**config.mk**
```make
export PLATFORM = sky130hd
export DESIGN_NAME = mprj_io_cfg_loader
export DESIGN_NICKNAME = d
export VERILOG_FILES = /design/src/rtl/mprj_io_cfg_pkg.sv /design/src/rtl/mprj_io_cfg_clkgen.sv /design/src/rtl/mprj_io_cfg_loader.sv
export SDC_FILE = /design/constraint.sdc
export NUM_CORES = 1
export LEC_CHECK = 0
export CAP_MARGIN = 5
export CORE_MARGIN = 4
export CORE_UTILIZATION = 54
export CTS_CLUSTER_SIZE = 8
export DETAILED_ROUTE_END_ITERATION = 6
export PLACE_DENSITY = 0.82
export SLEW_MARGIN = 30
export SYNTH_ARGS = -nofsm -noshare
export SYNTH_HDL_FRONTEND = slang
export SYNTH_SLANG_ARGS = --single-unit
```
**constraint.sdc**
```tcl
create_clock -name wb_clk_i -period 2.2 [get_ports wb_clk_i]
set_clock_uncertainty 0.1 [all_clocks]
set_input_delay 0.55 -clock wb_clk_i [delete_from_list [all_inputs] [get_ports wb_clk_i]]
set_output_delay 0.55 -clock wb_clk_i [all_outputs]
set_load 0.02 [all_outputs]
```
**src/rtl/mprj_io_cfg_pkg.sv**
```systemverilog
// rtl/mprj_io_cfg_pkg.sv - shared state encoding and config word layout for the GPIO config loader
//
// Purpose: FSM state type, default per-pad config width and the bit positions of
//          each field inside one pad config word.
// Ports:   none (package).
package mprj_io_cfg_pkg;

  typedef enum logic [2:0] {
    ST_IDLE  = 3'd0,
    ST_FETCH = 3'd1,
    ST_WAIT  = 3'd2,
    ST_SHIFT = 3'd3,
    ST_LOAD  = 3'd4,
    ST_DONE  = 3'd5
  } state_t;

  localparam int CFG_BITS_DEF = 13;

  localparam int FLD_MGMT_EN     = 0;
  localparam int FLD_OEB         = 1;
  localparam int FLD_HLDH_N      = 2;
  localparam int FLD_INP_DIS     = 3;
  localparam int FLD_IB_MODE_SEL = 4;
  localparam int FLD_ANALOG_EN   = 5;
  localparam int FLD_ANALOG_SEL  = 6;
  localparam int FLD_ANALOG_POL  = 7;
  localparam int FLD_SLOW        = 8;
  localparam int FLD_VTRIP_SEL   = 9;
  localparam int FLD_DM_LSB      = 10;
  localparam int FLD_DM_MSB      = 12;

  // Drive-mode field of a pad config word.
  function automatic logic [2:0] cfg_dm(input logic [CFG_BITS_DEF-1:0] word);
    return word[FLD_DM_MSB:FLD_DM_LSB];
  endfunction

endpackage

```
**src/rtl/mprj_io_cfg_clkgen.sv**
```systemverilog
// rtl/mprj_io_cfg_clkgen.sv - serial_clock phase generator for the GPIO config chain
//
// Purpose: while run is high, produces a serial clock that is low for CLK_DIV cycles
//          then high for CLK_DIV cycles, starting with the low phase. bit_end marks the
//          last cycle of a high phase, i.e. the edge at which the next bit begins.
// Ports:   clk      in   sole clock
//          rst      in   synchronous reset, active high
//          run      in   enable; low holds the clock low and the phase counter at 0
//          sclk     out  registered serial clock
//          bit_end  out  strobe on the final cycle of each bit period
module mprj_io_cfg_clkgen
  import mprj_io_cfg_pkg::*;
#(
  parameter int CLK_DIV = 4
) (
  input  logic clk,
  input  logic rst,
  input  logic run,
  output logic sclk,
  output logic bit_end
);

  logic [3:0] phase;
  logic       phase_last;

  assign phase_last = (phase == 4'(CLK_DIV - 1));
  assign bit_end    = run & sclk & phase_last;

  always_ff @(posedge clk) begin
    if (rst || !run) begin
      phase <= 4'd0;
      sclk  <= 1'b0;
    end else if (phase_last) begin
      phase <= 4'd0;
      sclk  <= ~sclk;
    end else begin
      phase <= phase + 4'd1;
    end
  end

endmodule

```
**src/rtl/mprj_io_cfg_loader.sv**
```systemverilog
// rtl/mprj_io_cfg_loader.sv - loads per-pad config words from RAM into the GPIO serial chain
//
// Purpose: fetches one CFG_BITS word per pad (farthest pad first), shifts the whole
//          image MSB first into the chain of GPIO control blocks, then pulses
//          serial_load so all pads apply their new configuration together.
//          Build option MPRJ_IO_CFG_AUTOLOAD_EN: the first cycle after reset release
//          acts as an accepted xfer_start (once per reset release).
// Ports:   wb_clk_i      in   sole clock
//          wb_rst_i      in   synchronous reset, active high
//          xfer_start    in   reload request, honoured only when idle
//          busy          out  transfer in progress (through the done cycle)
//          done          out  one-cycle completion pulse
//          cfg_rd_en     out  config RAM read strobe
//          cfg_rd_addr   out  pad index being fetched
//          cfg_rd_data   in   config word, valid the cycle after cfg_rd_en
//          serial_clock  out  chain shift clock
//          serial_data   out  chain data
//          serial_load   out  chain latch strobe
module mprj_io_cfg_loader
  import mprj_io_cfg_pkg::*;
#(
  parameter int NUM_PADS = 38,
  parameter int CFG_BITS = CFG_BITS_DEF,
  parameter int CLK_DIV  = 4,
  parameter int AW       = 6
) (
  input  logic                wb_clk_i,
  input  logic                wb_rst_i,
  input  logic                xfer_start,
  output logic                busy,
  output logic                done,
  output logic                cfg_rd_en,
  output logic [AW-1:0]       cfg_rd_addr,
  input  logic [CFG_BITS-1:0] cfg_rd_data,
  output logic                serial_clock,
  output logic                serial_data,
  output logic                serial_load
);

  localparam int BW = $clog2(CFG_BITS);

  state_t                state;
  logic [AW-1:0]         pad;
  logic [BW-1:0]         bit_cnt;
  // Holds the bits still to be sent; the MSB goes straight to serial_data.
  logic [CFG_BITS-2:0]   shreg;
  logic [3:0]            ld_cnt;
  logic                  start_req;
  logic                  run;
  logic                  bit_end;

`ifdef MPRJ_IO_CFG_AUTOLOAD_EN
  // High only on the first cycle after reset is released.
  logic autoload_pend;
  always_ff @(posedge wb_clk_i) begin
    autoload_pend <= wb_rst_i;
  end
  assign start_req = xfer_start | autoload_pend;
`else
  assign start_req = xfer_start;
`endif

  assign run = (state == ST_SHIFT);

  mprj_io_cfg_clkgen #(
    .CLK_DIV (CLK_DIV)
  ) u_clkgen (
    .clk     (wb_clk_i),
    .rst     (wb_rst_i),
    .run     (run),
    .sclk    (serial_clock),
    .bit_end (bit_end)
  );

  always_ff @(posedge wb_clk_i) begin
    if (wb_rst_i) begin
      state       <= ST_IDLE;
      busy        <= 1'b0;
      done        <= 1'b0;
      cfg_rd_en   <= 1'b0;
      cfg_rd_addr <= '0;
      serial_data <= 1'b0;
      serial_load <= 1'b0;
      pad         <= '0;
      bit_cnt     <= '0;
      shreg       <= '0;
      ld_cnt      <= 4'd0;
    end else begin
      case (state)
        ST_IDLE: begin
          if (start_req) begin
            state       <= ST_FETCH;
            busy        <= 1'b1;
            pad         <= AW'(NUM_PADS - 1);
            cfg_rd_en   <= 1'b1;
            cfg_rd_addr <= AW'(NUM_PADS - 1);
          end
        end
        ST_FETCH: begin
          cfg_rd_en <= 1'b0;
          state     <= ST_WAIT;
        end
        ST_WAIT: begin
          // First bit is presented as the low phase of the first bit period starts.
          serial_data <= cfg_rd_data[CFG_BITS-1];
          shreg       <= cfg_rd_data[CFG_BITS-2:0];
          bit_cnt     <= '0;
          state       <= ST_SHIFT;
        end
        ST_SHIFT: begin
          if (bit_end) begin
            if (bit_cnt == BW'(CFG_BITS - 1)) begin
              if (pad == '0) begin
                state       <= ST_LOAD;
                serial_load <= 1'b1;
                ld_cnt      <= 4'd0;
              end else begin
                pad         <= pad - AW'(1);
                cfg_rd_addr <= pad - AW'(1);
                cfg_rd_en   <= 1'b1;
                state       <= ST_FETCH;
              end
            end else begin
              bit_cnt     <= bit_cnt + BW'(1);
              serial_data <= shreg[CFG_BITS-2];
              shreg       <= {shreg[CFG_BITS-3:0], 1'b0};
            end
          end
        end
        ST_LOAD: begin
          if (ld_cnt == 4'(CLK_DIV - 1)) begin
            serial_load <= 1'b0;
            done        <= 1'b1;
            state       <= ST_DONE;
          end else begin
            ld_cnt <= ld_cnt + 4'd1;
          end
        end
        ST_DONE: begin
          done  <= 1'b0;
          busy  <= 1'b0;
          state <= ST_IDLE;
        end
        default: state <= ST_IDLE;
      endcase
    end
  end

endmodule

```
==> impl_metrics.csv, run 1 <==
group,metric,value,unit
logic_synthesis,synth-edff-count,0,
clocking,clock_latency,0.29,ns
critical_path,crit_cells,1,
critical_path,rr_worst_depth,6,
clocking,cts_buffers,5,
die,core_area,3470,um^2
sta,max_freq,492,MHz
sta,maxSlewHeadroom,66.0,%
critical_path,worst_setup_path_start_kind,"register",
die,initial_core_util,58.3,%
logic_synthesis,synth_top_family_by_area,"compound AO/OA/AOI/OAI gates",
final_layout,fillers,290,
detailed_routing,firstDrtPassIters,4,
critical_path,cp_cell_sequence,"clkdlybuf4s50_1",
detailed_routing,ant_nets,0,
final_layout,diodes,0,
placed_design,place_hpwl,3.26,mm
detailed_routing,routed_via_density,5.86,
power,irDropWorstVdd,0.000736,V
die,die_h,69.2,um
sta,hold_viol,0,
detailed_routing,vias,1870,
die,die_area,4780,um^2
final_layout,final_area,2480,um^2
detailed_routing,drc_errors,0,
die,rows,21,
logic_synthesis,ys_types,55,
final_layout,finalNetCount,295,
sta,min_period_over_period,92.4,%
sta,drv_slew,0,
placed_design,port_buffers,27,
critical_path,reg2reg_to,"pad[5]",
sta,worst_pin_slew,0.508,ns
logic_synthesis,synth_async_sr_flop_share,0,%
logic_synthesis,synth_nets,262,
sta,fin_setup_tns,0,ns
placed_design,finalWeightedCongestion,0.910,
critical_path,path_buf_inv,1,
critical_path,slowest_stage,"clkdlybuf4s50_1",
sta,setup_violations,0,
logic_synthesis,synthCells,240,
logic_synthesis,synthSimpleGateAreaFrac,24.3,%
final_layout,fin_util,71.5,%
logic_synthesis,synth_area,2020,um^2
critical_path,r2r_slack,0.22,ns
clocking,path_clk_slew,0.07,ns
placed_design,place_ws,0.167,ns
critical_path,timing_worst_setup_path_type,"reg -> out",
placed_design,placed_cell_area,2380,um^2
logic_synthesis,yosysTopAreaCellShare,38.6,%
critical_path,reg2reg_from,"pad[0]",
final_layout,area_growth,22.7,%
final_layout,final_cell_mix,"dfxtp_1 (39), nand2_1 (30), clkdlybuf4s50_1 (27), a21oi_1 (23), nor2_1 (17)",
min_path,hold_start,"u_clkgen.phase[0]",
global_routing,grt_pass1_vias,1767,
power,power_leakage,0.907,nW
die,ios,28,
critical_path,required,1.55,ns
critical_path,critPathCaptureType,"output pin",
detailed_routing,wirelength,4.64,mm
clocking,cts_root_buf,"clkbuf_8",
logic_synthesis,synthAdderAreaFrac,3.72,%
critical_path,critPathTopFamily,"buffers and inverters",
final_layout,drive_gt1_share,11.4,%
logic_synthesis,synth_area_leaders,"dfxtp_1 (39%), a311oi_1 (6.1%), a21oi_1 (5.7%), nand2_1 (5.6%), ha_1 (3.7%)",
sta,rsz0062_at_grt,"false",
flow_run,drv_cap,0,
logic_synthesis,ys_seq_area_share,38.6,%
global_routing,grt_max_degree,40,
final_layout,mostFrequentLayoutCell,"dfxtp_1",
detailed_routing,drt_iter0_drc,150,
sta,layout_setup_ws,0.167,ns
logic_synthesis,synth_mux_area_share,0.495,%
global_routing,grt_antenna_before_repair,0,
sta,timing.final.crit_period,2.03,ns
logic_synthesis,avgSynthCellArea,8.42,um^2
logic_synthesis,synth_xor_area_share,0.867,%
power,total_power,0.00271,W
die,die_x,69.2,um
global_routing,grt_pass1_wl,7.91,mm
clocking,cts_tree,"built",
global_routing,track_usage,19.6,%
logic_synthesis,yosys_warnings,0,
power,p_per_area,1090,nW/um^2
logic_synthesis,synth_ff_type,"dfxtp_1",
critical_path,crit_arrival,1.38,ns
logic_synthesis,synth_seq_cells,39,
clocking,clk_path_buf_depth,2,
min_path,hold-path-endpoint,"u_clkgen.phase[0]",
clocking,hold_buffers,0,
clocking,clkSinkCount,39,
logic_synthesis,yosysTopAreaCell,"dfxtp_1",
critical_path,critical_path.max_stage_delay,0.66,ns
critical_path,path_max_fanout,6,
global_routing,overflow,0,
clocking,cts_htree_levels,2,
logic_synthesis,synth_compound_area_share,26.9,%
min_path,hold_path_class,"reg -> reg",
status,outcome,"finished, final reports clean",
min_path,hold_path_depth,1,
detailed_routing,wl_per_cell,14.6,um
==> synth_stat cells, types with 4 or more instances <==
master and number:
nand3_1 6, a21oi_1 23, clkbuf_1 4, nand4_1 4
ha_1 6, nor2_1 17, buf_4 4, a311oi_1 14
dfxtp_1 39, nor3_1 4, inv_1 8, nor4_1 4
buf_2 5, nand2b_1 4, a21o_1 5, o21ai_0 8
nand2_1 30
==> stage by stage <==
step / hold slack [ns] / instances
after global placement: 0.350 / 312
after detailed placement: 0.360 / 312
after CTS: 0.373 / 319
after global routing: 0.392 / 319
final: 0.367 / 319
after floorplan: 0.333 / 240
==> worst max-delay path by stage <==
stage / from / end / slack (ns)
finish: pad[3] / cfg_rd_addr[3] / 0.17
detailed placement: xfer_start / state[0] / 0.17
floorplan: pad[0] / pad[3] / 0.23
CTS: pad[0] / pad[2] / 0.14
global placement: xfer_start / state[0] / 0.21
global route: bit_cnt[0] / shreg[1] / 0.04
==> power by group <==
| group | switching, W | internal, W | leakage [nW] | total (W) |
|---|---|---|---|---|
| Combinational | 0.000681 | 0.000541 | 0.542 | 0.00122 |
| Sequential | 0.000125 | 0.000880 | 0.318 | 0.00100 |
| Clock | 0.000238 | 0.000246 | 0.0470 | 0.000484 |
| Total | 0.00104 | 0.00167 | 0.907 | 0.00271 |
==> final cells by class <==
type | instances | area, um^2 | share of cell area (%)
clock buffer | 6 | 82.6 | 3.33
sequential | 39 | 781 | 31.5
multi-input combinational | 179 | 1140 | 46.1
timing repair buffer | 40 | 380 | 15.3
clock inverter | 1 | 5.00 | 0.202
tap | 46 | 57.6 | 2.32
inverter | 8 | 30.0 | 1.21
==> layer usage <==
layer,vias to the layer above,global-route usage (%),share of wire (%)
met4,0,5.64,0.73
li1,956,-,-
met5,-,0,0
met3,4,5.36,4.7
met1,875,26.0,48
met2,35,31.3,47
==> registers in the layout, summed over array words and instances (netlist names) <==
| name | flops |
|---|---|
| bit_cnt | 4 |
| busy | 1 |
| cfg_rd_en | 1 |
| done | 1 |
| ld_cnt | 4 |
| pad | 6 |
| serial_data | 1 |
| serial_load | 1 |
| shreg | 12 |
| state | 3 |
| u_clkgen.phase | 4 |
| u_clkgen.sclk | 1 |
==> timing repair <==
action	in CTS	in global routing
setup endpoints to repair	0	2
buffers inserted	0	0
gates resized for setup	0	1
==> cell families (layout without fill, tap and decap cells) <==
family,after synthesis,after routing
and+or+nand+nor,93,93
AOI/OAI and AO/OA,77,77
DFF,39,39
buffers and inverters,22,55
adders and majority gates,6,6
xor gates and xnor gates,2,2
muxes,1,1
==> worst reg2reg max path, cell delays in order (launching register included) <==
cell      delay [ns]
dfxtp_1         0.42
inv_1           0.11
ha_1            0.22
nor2b_1         0.19
a211oi_4        0.41
o21ai_2         0.14
a221oi_1        0.31
Note: power is estimated with default switching activity, not from simulation.
==> inputs of run 2 (changes only) <==
--- a/config.mk
+++ b/config.mk
@@ -7,11 +7,11 @@
 export LEC_CHECK = 0
 export CAP_MARGIN = 5
 export CORE_MARGIN = 4
-export CORE_UTILIZATION = 54
+export CORE_UTILIZATION = 38
 export CTS_CLUSTER_SIZE = 8
 export DETAILED_ROUTE_END_ITERATION = 6
-export PLACE_DENSITY = 0.82
-export SLEW_MARGIN = 30
+export PLACE_DENSITY = 0.62
+export SLEW_MARGIN = 20
 export SYNTH_ARGS = -nofsm -noshare
 export SYNTH_HDL_FRONTEND = slang
 export SYNTH_SLANG_ARGS = --single-unit
==> impl_metrics.csv, run 2 (synthesis results as in run 1) <==
group,metric,value,unit
sta,timing.final.crit_period,2.05,ns
clocking,hold_buffers,0,
power,p_per_area,1150,nW/um^2
clocking,cts_buffers,5,
min_path,hold_start,"u_clkgen.phase[0]",
power,p_seq_share,33.5,%
detailed_routing,drc_errors,0,
power,p_int,0.00189,W
final_layout,final_cell_mix,"dfxtp_1 (39), nand2_1 (30), clkdlybuf4s50_1 (27), a21oi_1 (23), nor2_1 (17)",
min_path,hold_path_class,"reg -> reg",
placed_design,dpl.cell_count,338,
critical_path,cp_cell_sequence,"clkdlybuf4s50_1",
detailed_routing,vias,1900,
final_layout,diodes,0,
final_layout,largest_reg_flops,12,
final_layout,fillers,534,
global_routing,track_usage,15.8,%
detailed_routing,routed_via_density,5.49,
detailed_routing,ant_nets,0,
critical_path,timing_worst_setup_path_type,"reg -> out",
global_routing,grt_pass1_vias,1724,
detailed_routing,wl_per_cell,14.0,um
power,irDropWorstVdd,0.000601,V
final_layout,finalNetCount,297,
critical_path,crit_arrival,1.40,ns
critical_path,slowest_stage,"clkdlybuf4s50_1",
clocking,cts_htree_levels,2,
critical_path,reg2reg_from,"pad[0]",
detailed_routing,drt_iter0_drc,153,
placed_design,port_buffers,27,
die,die_h,80.9,um
sta,hold_viol,0,
clocking,path_clk_slew,0.08,ns
die,initial_core_util,39.3,%
final_layout,layoutNonFillerInstCount,346,
final_layout,area_growth,27.2,%
sta,drv_slew,0,
sta,worst_pin_slew,0.461,ns
critical_path,reg2reg_to,"pad[2]",
global_routing,grt_antenna_before_repair,0,
sta,rsz0062_at_grt,"false",
status,outcome,"finished, final reports clean",
sta,fin_setup_tns,0,ns
critical_path,rr_worst_depth,6,
die,die_x,80.9,um
global_routing,grt_pass1_wl,8.13,mm
sta,setup_violations,0,
clocking,clock_latency,0.29,ns
clocking,cts_tree,"built",
critical_path,critPathCaptureType,"output pin",
final_layout,mostFrequentLayoutCell,"dfxtp_1",
placed_design,place_ws,0.147,ns
power,p_sw,0.00106,W
critical_path,required,1.55,ns
power,p_clk_share,24.0,%
clocking,cts_root_buf,"clkbuf_8",
clocking,clkSinkCount,39,
power,swShare,35.8,%
final_layout,reg_top3,"shreg: 12 flops, pad: 6 flops",
die,core_area,5140,um^2
sta,layout_setup_ws,0.152,ns
final_layout,drive_gt1_share,12.0,%
sta,max_freq,488,MHz
sta,min_period_over_period,93.1,%
die,die_area,6550,um^2
placed_design,place_hpwl,3.40,mm
die,rows,26,
power,power_leakage,0.937,nW
global_routing,overflow,0,
sta,maxSlewHeadroom,69.2,%
critical_path,path_buf_inv,1,
detailed_routing,wirelength,4.85,mm
min_path,hold-path-endpoint,"u_clkgen.phase[0]",
detailed_routing,firstDrtPassIters,4,
critical_path,path_max_fanout,6,
final_layout,regMostFlops,"shreg",
min_path,hold_path_depth,1,
placed_design,finalWeightedCongestion,0.795,
critical_path,critical_path.max_stage_delay,0.66,ns
power,share_comb_of_total_power,42.5,%
die,ios,28,
final_layout,seq_area,781,um^2
global_routing,grt_max_degree,40,
critical_path,r2r_slack,0.23,ns
critical_path,worst_setup_path_start_kind,"register",
clocking,clk_path_buf_depth,2,
flow_run,drv_cap,0,
final_layout,multiInputGateArea,1140,um^2
critical_path,critPathTopFamily,"buffers and inverters",
-- run 2: cell types whose count changed in the layout (fill, tap and decap cells not counted) --
| cell | delta |
|---|---|
| bufinv_16 | +2 |
| buf_4 | +2 |
| clkinv_2 | -1 |
| clkbuf_8 | -1 |
| clkbuf_1 | +1 |
-- run 2: worst max-delay path by stage --
stage                                end  startpoint  cells after the start  slack, ns
final                     cfg_rd_addr[5]      pad[5]                      1       0.15
after global routing              pad[2]      pad[0]                      6      0.007
after CTS                         pad[2]      pad[0]                      6       0.13
after detailed placement          pad[2]  xfer_start                      4       0.15
after floorplan                   pad[3]      pad[0]                      6       0.23
after global placement          state[0]  xfer_start                      4       0.18
-- run 2: area by class of cell --
cell class / count / area share [%]
clock buffer: 6 / 2.82
clock inverter: 2 / 2.34
tap: 70 / 3.41
inverter: 8 / 1.17
timing repair buffer: 42 / 15.4
multi-input combinational: 179 / 44.5
sequential: 39 / 30.4
-- run 2: timing repair --
action | in CTS | in global routing
setup endpoints to repair | 0 | 4
buffers inserted | 0 | 0
resized for setup | 0 | 1
-- run 2: power groups by stage --
| stage | clock, W | combinational (W) | sequential, W |
|---|---|---|---|
| 6_report | 0.000709 | 0.00125 | 0.000987 |
| 5_1_grt | 0.000760 | 0.00140 | 0.00101 |
| 4_1_cts | 0.000730 | 0.00126 | 0.000984 |
| 3_5_place_dp | 0 | 0.00125 | 0.000999 |
| 3_3_place_gp | 0 | 0.00125 | 0.000998 |
| 2_1_floorplan | 0 | 0.000796 | 0.00105 |
-- run 2: routing by layer --
| metal | share of wire, % | global-route usage (%) |
|---|---|---|
| met2 | 47 | 23.3 |
| met1 | 48 | 22.1 |
| met3 | 3.6 | 4.43 |
| met5 | 0 | 0 |
| met4 | 1.4 | 5.41 |
-- run 2: metrics by stage --
step / hold slack (ns) / util [%] / instance area [um^2] / power, W
floorplan: 0.333 / - / 2020 / 0.00185
global placement: 0.353 / 47.3 / 2430 / 0.00225
detailed placement: 0.350 / 47.3 / 2430 / 0.00225
CTS: 0.362 / 49.9 / 2560 / 0.00297
global route: 0.386 / 50.0 / 2570 / 0.00317
finish: 0.358 / 50.0 / 2570 / 0.00295
==> inputs of run 3 (changes only) <==
--- a/config.mk
+++ b/config.mk
@@ -5,12 +5,14 @@
 export SDC_FILE = /design/constraint.sdc
 export NUM_CORES = 1
 export LEC_CHECK = 0
+export ABC_AREA = 1
 export CAP_MARGIN = 5
 export CORE_MARGIN = 4
 export CORE_UTILIZATION = 38
 export CTS_CLUSTER_SIZE = 8
 export DETAILED_ROUTE_END_ITERATION = 6
 export PLACE_DENSITY = 0.62
+export REMOVE_ABC_BUFFERS = 1
 export SLEW_MARGIN = 20
 export SYNTH_ARGS = -nofsm -noshare
 export SYNTH_HDL_FRONTEND = slang
==> impl_metrics.csv, run 3 <==
group,metric,value,unit
placed_design,finalWeightedCongestion,0.850,
logic_synthesis,synth-edff-count,0,
logic_synthesis,ys_seq_area_share,39.5,%
detailed_routing,firstDrtPassIters,5,
critical_path,path_buf_inv,1,
detailed_routing,wl_per_cell,10.8,um
final_layout,reg_top3,"shreg: 12 flops, pad: 6 flops",
logic_synthesis,synth.most_common_cell,"nand2_1",
die,die_h,80.2,um
logic_synthesis,synth_seq_cells,39,
final_layout,area_growth,21.5,%
logic_synthesis,synth_ff_type,"dfxtp_1",
critical_path,path_max_fanout,5,
sta,worst_pin_slew,0.560,ns
critical_path,worst_setup_path_start_kind,"register",
min_path,hold_path_class,"reg -> reg",
detailed_routing,wirelength,4.33,mm
critical_path,slowest_stage,"clkdlybuf4s50_1",
global_routing,grt_pass1_vias,1677,
sta,maxSlewHeadroom,62.3,%
critical_path,critical_path.max_stage_delay,0.64,ns
clocking,cts_htree_levels,2,
final_layout,final_cell_mix,"nand2_1 (91), nor2_1 (68), dfxtp_1 (39), clkdlybuf4s50_1 (27), nand3_1 (19)",
flow_run,drv_cap,0,
clocking,clock_latency,0.29,ns
logic_synthesis,yosysTopAreaCellShare,39.5,%
logic_synthesis,synth_async_sr_flop_share,0,%
final_layout,drive_gt1_share,7.51,%
clocking,clkSinkCount,39,
clocking,hold_buffers,0,
die,ios,28,
sta,setup_violations,0,
die,die_area,6420,um^2
sta,fin_setup_tns,0,ns
global_routing,grt_max_degree,21,
sta,max_freq,503,MHz
logic_synthesis,avgSynthCellArea,6.53,um^2
power,power_leakage,1.05,nW
final_layout,mostFrequentLayoutCell,"nand2_1",
sta,min_period_over_period,90.4,%
status,outcome,"finished, final reports clean",
min_path,hold_path_depth,1,
sta,drv_slew,0,
critical_path,cp_cell_sequence,"clkdlybuf4s50_1",
power,p_per_area,1010,nW/um^2
global_routing,grt_pass1_wl,7.41,mm
critical_path,timing_worst_setup_path_type,"reg -> out",
logic_synthesis,synth_area,1980,um^2
final_layout,fin_util,49.3,%
clocking,cts_tree,"built",
sta,rsz0062_at_grt,"false",
logic_synthesis,synth_area_leaders,"dfxtp_1 (39%), nand2_1 (17%), nor2_1 (13%), nand3_1 (4.8%), o21ai_0 (4.0%)",
logic_synthesis,ys_types,27,
critical_path,required,1.55,ns
clocking,cts_resized,0,
sta,timing.final.crit_period,1.99,ns
detailed_routing,drt_iter0_drc,64,
die,die_x,80.2,um
final_layout,regMostFlops,"shreg",
final_layout,largest_reg_flops,12,
detailed_routing,drc_errors,0,
final_layout,diodes,0,
critical_path,crit_arrival,1.34,ns
final_layout,final_area,2400,um^2
global_routing,overflow,0,
power,irDropWorstVdd,0.000542,V
placed_design,placed_cell_area,2320,um^2
clocking,cts_root_buf,"clkbuf_8",
die,initial_core_util,40.5,%
logic_synthesis,yosysTopAreaCell,"dfxtp_1",
placed_design,place_hpwl,3.17,mm
die,core_area,4880,um^2
logic_synthesis,synthCells,303,
clocking,cts_buffers,5,
final_layout,fillers,516,
clocking,path_clk_slew,0.07,ns
logic_synthesis,synth_common_cells,"nand2_1 (91), nor2_1 (68), dfxtp_1 (39)",
clocking,post_cts_buffers,0,
logic_synthesis,yosys_warnings,0,
clocking,clk_path_buf_depth,2,
placed_design,port_buffers,27,
global_routing,grt_antenna_before_repair,0,
critical_path,critPathTopFamily,"buffers and inverters",
final_layout,finalNetCount,354,
detailed_routing,routed_via_density,4.67,
critical_path,critPathCaptureType,"output pin",
sta,hold_viol,0,
detailed_routing,ant_nets,0,
global_routing,track_usage,14.7,%
critical_path,crit_cells,1,
detailed_routing,vias,1866,
critical_path,rr_worst_depth,9,
die,rows,25,
[run 3: cell count changes after synthesis, sizes merged, moves of 8 or more]
cell | previous run | this run
nand2 | 31 | 96
nor2 | 17 | 70
a21oi | 24 | 10
a311oi | 14 | 0
nand3 | 6 | 20
inv | 8 | 21
o21ai | 9 | 17
[run 3: metrics by stage]
step                hold WS, ns  total power [W]  setup WS, ns  cells
floorplan                 0.318          0.00167         0.419    295
global placement          0.335          0.00197         0.271    392
detailed placement        0.343          0.00199         0.290    392
CTS                       0.361          0.00246         0.178    400
global route              0.375          0.00265         0.100    400
finish                    0.363          0.00243         0.210    400
[run 3: final cells by class]
type	count	area [um^2]	area share, %
Clock buffer	7	76.3	3.18
Clock inverter	1	5.00	0.208
Inverter	22	85.1	3.54
Multi-Input combinational cell	234	1070	44.4
Sequential cell	39	781	32.5
Tap cell	67	83.8	3.49
Timing Repair Buffer	30	305	12.7
[run 3: final timing paths]
path	startpoint	endpoint	slack (ns)
worst min-delay path	u_clkgen.phase[0]	u_clkgen.phase[0]	0.36
worst max-delay path	pad[2]	cfg_rd_addr[2]	0.21
worst min register to register	u_clkgen.phase[0]	u_clkgen.phase[0]	0.36
worst max register to register	state[0]	pad[3]	0.30
[run 3: cells by family after synthesis]
kind of cell | share of synthesized area (%)
adder cells (fa/ha/maj) | 3.79
flip-flops | 39.5
XOR/XNOR | 0.886
AND/OR/NAND/NOR | 41.6
buffers and inverters | 6.58
AO/OA/AOI/OAI | 7.65
[run 3: where the power goes]
group / internal (W) / switching [W]
registers: 0.000863 / 0.000121
logic: 0.000383 / 0.000595
clock network: 0.000223 / 0.000243
[run 3: metal layers]
| layer | share of wire (%) | global-route usage (%) | up-vias | routed length [um] |
|---|---|---|---|---|
| met2 | 46 | 23.9 | 27 | 2020 |
| met4 | 1.2 | 5.07 | 0 | 54 |
| met1 | 48 | 18.8 | 823 | 2100 |
| met5 | 0 | 0 | - | 0 |
| li1 | - | - | 1009 | - |
| met3 | 3.8 | 3.59 | 7 | 166 |
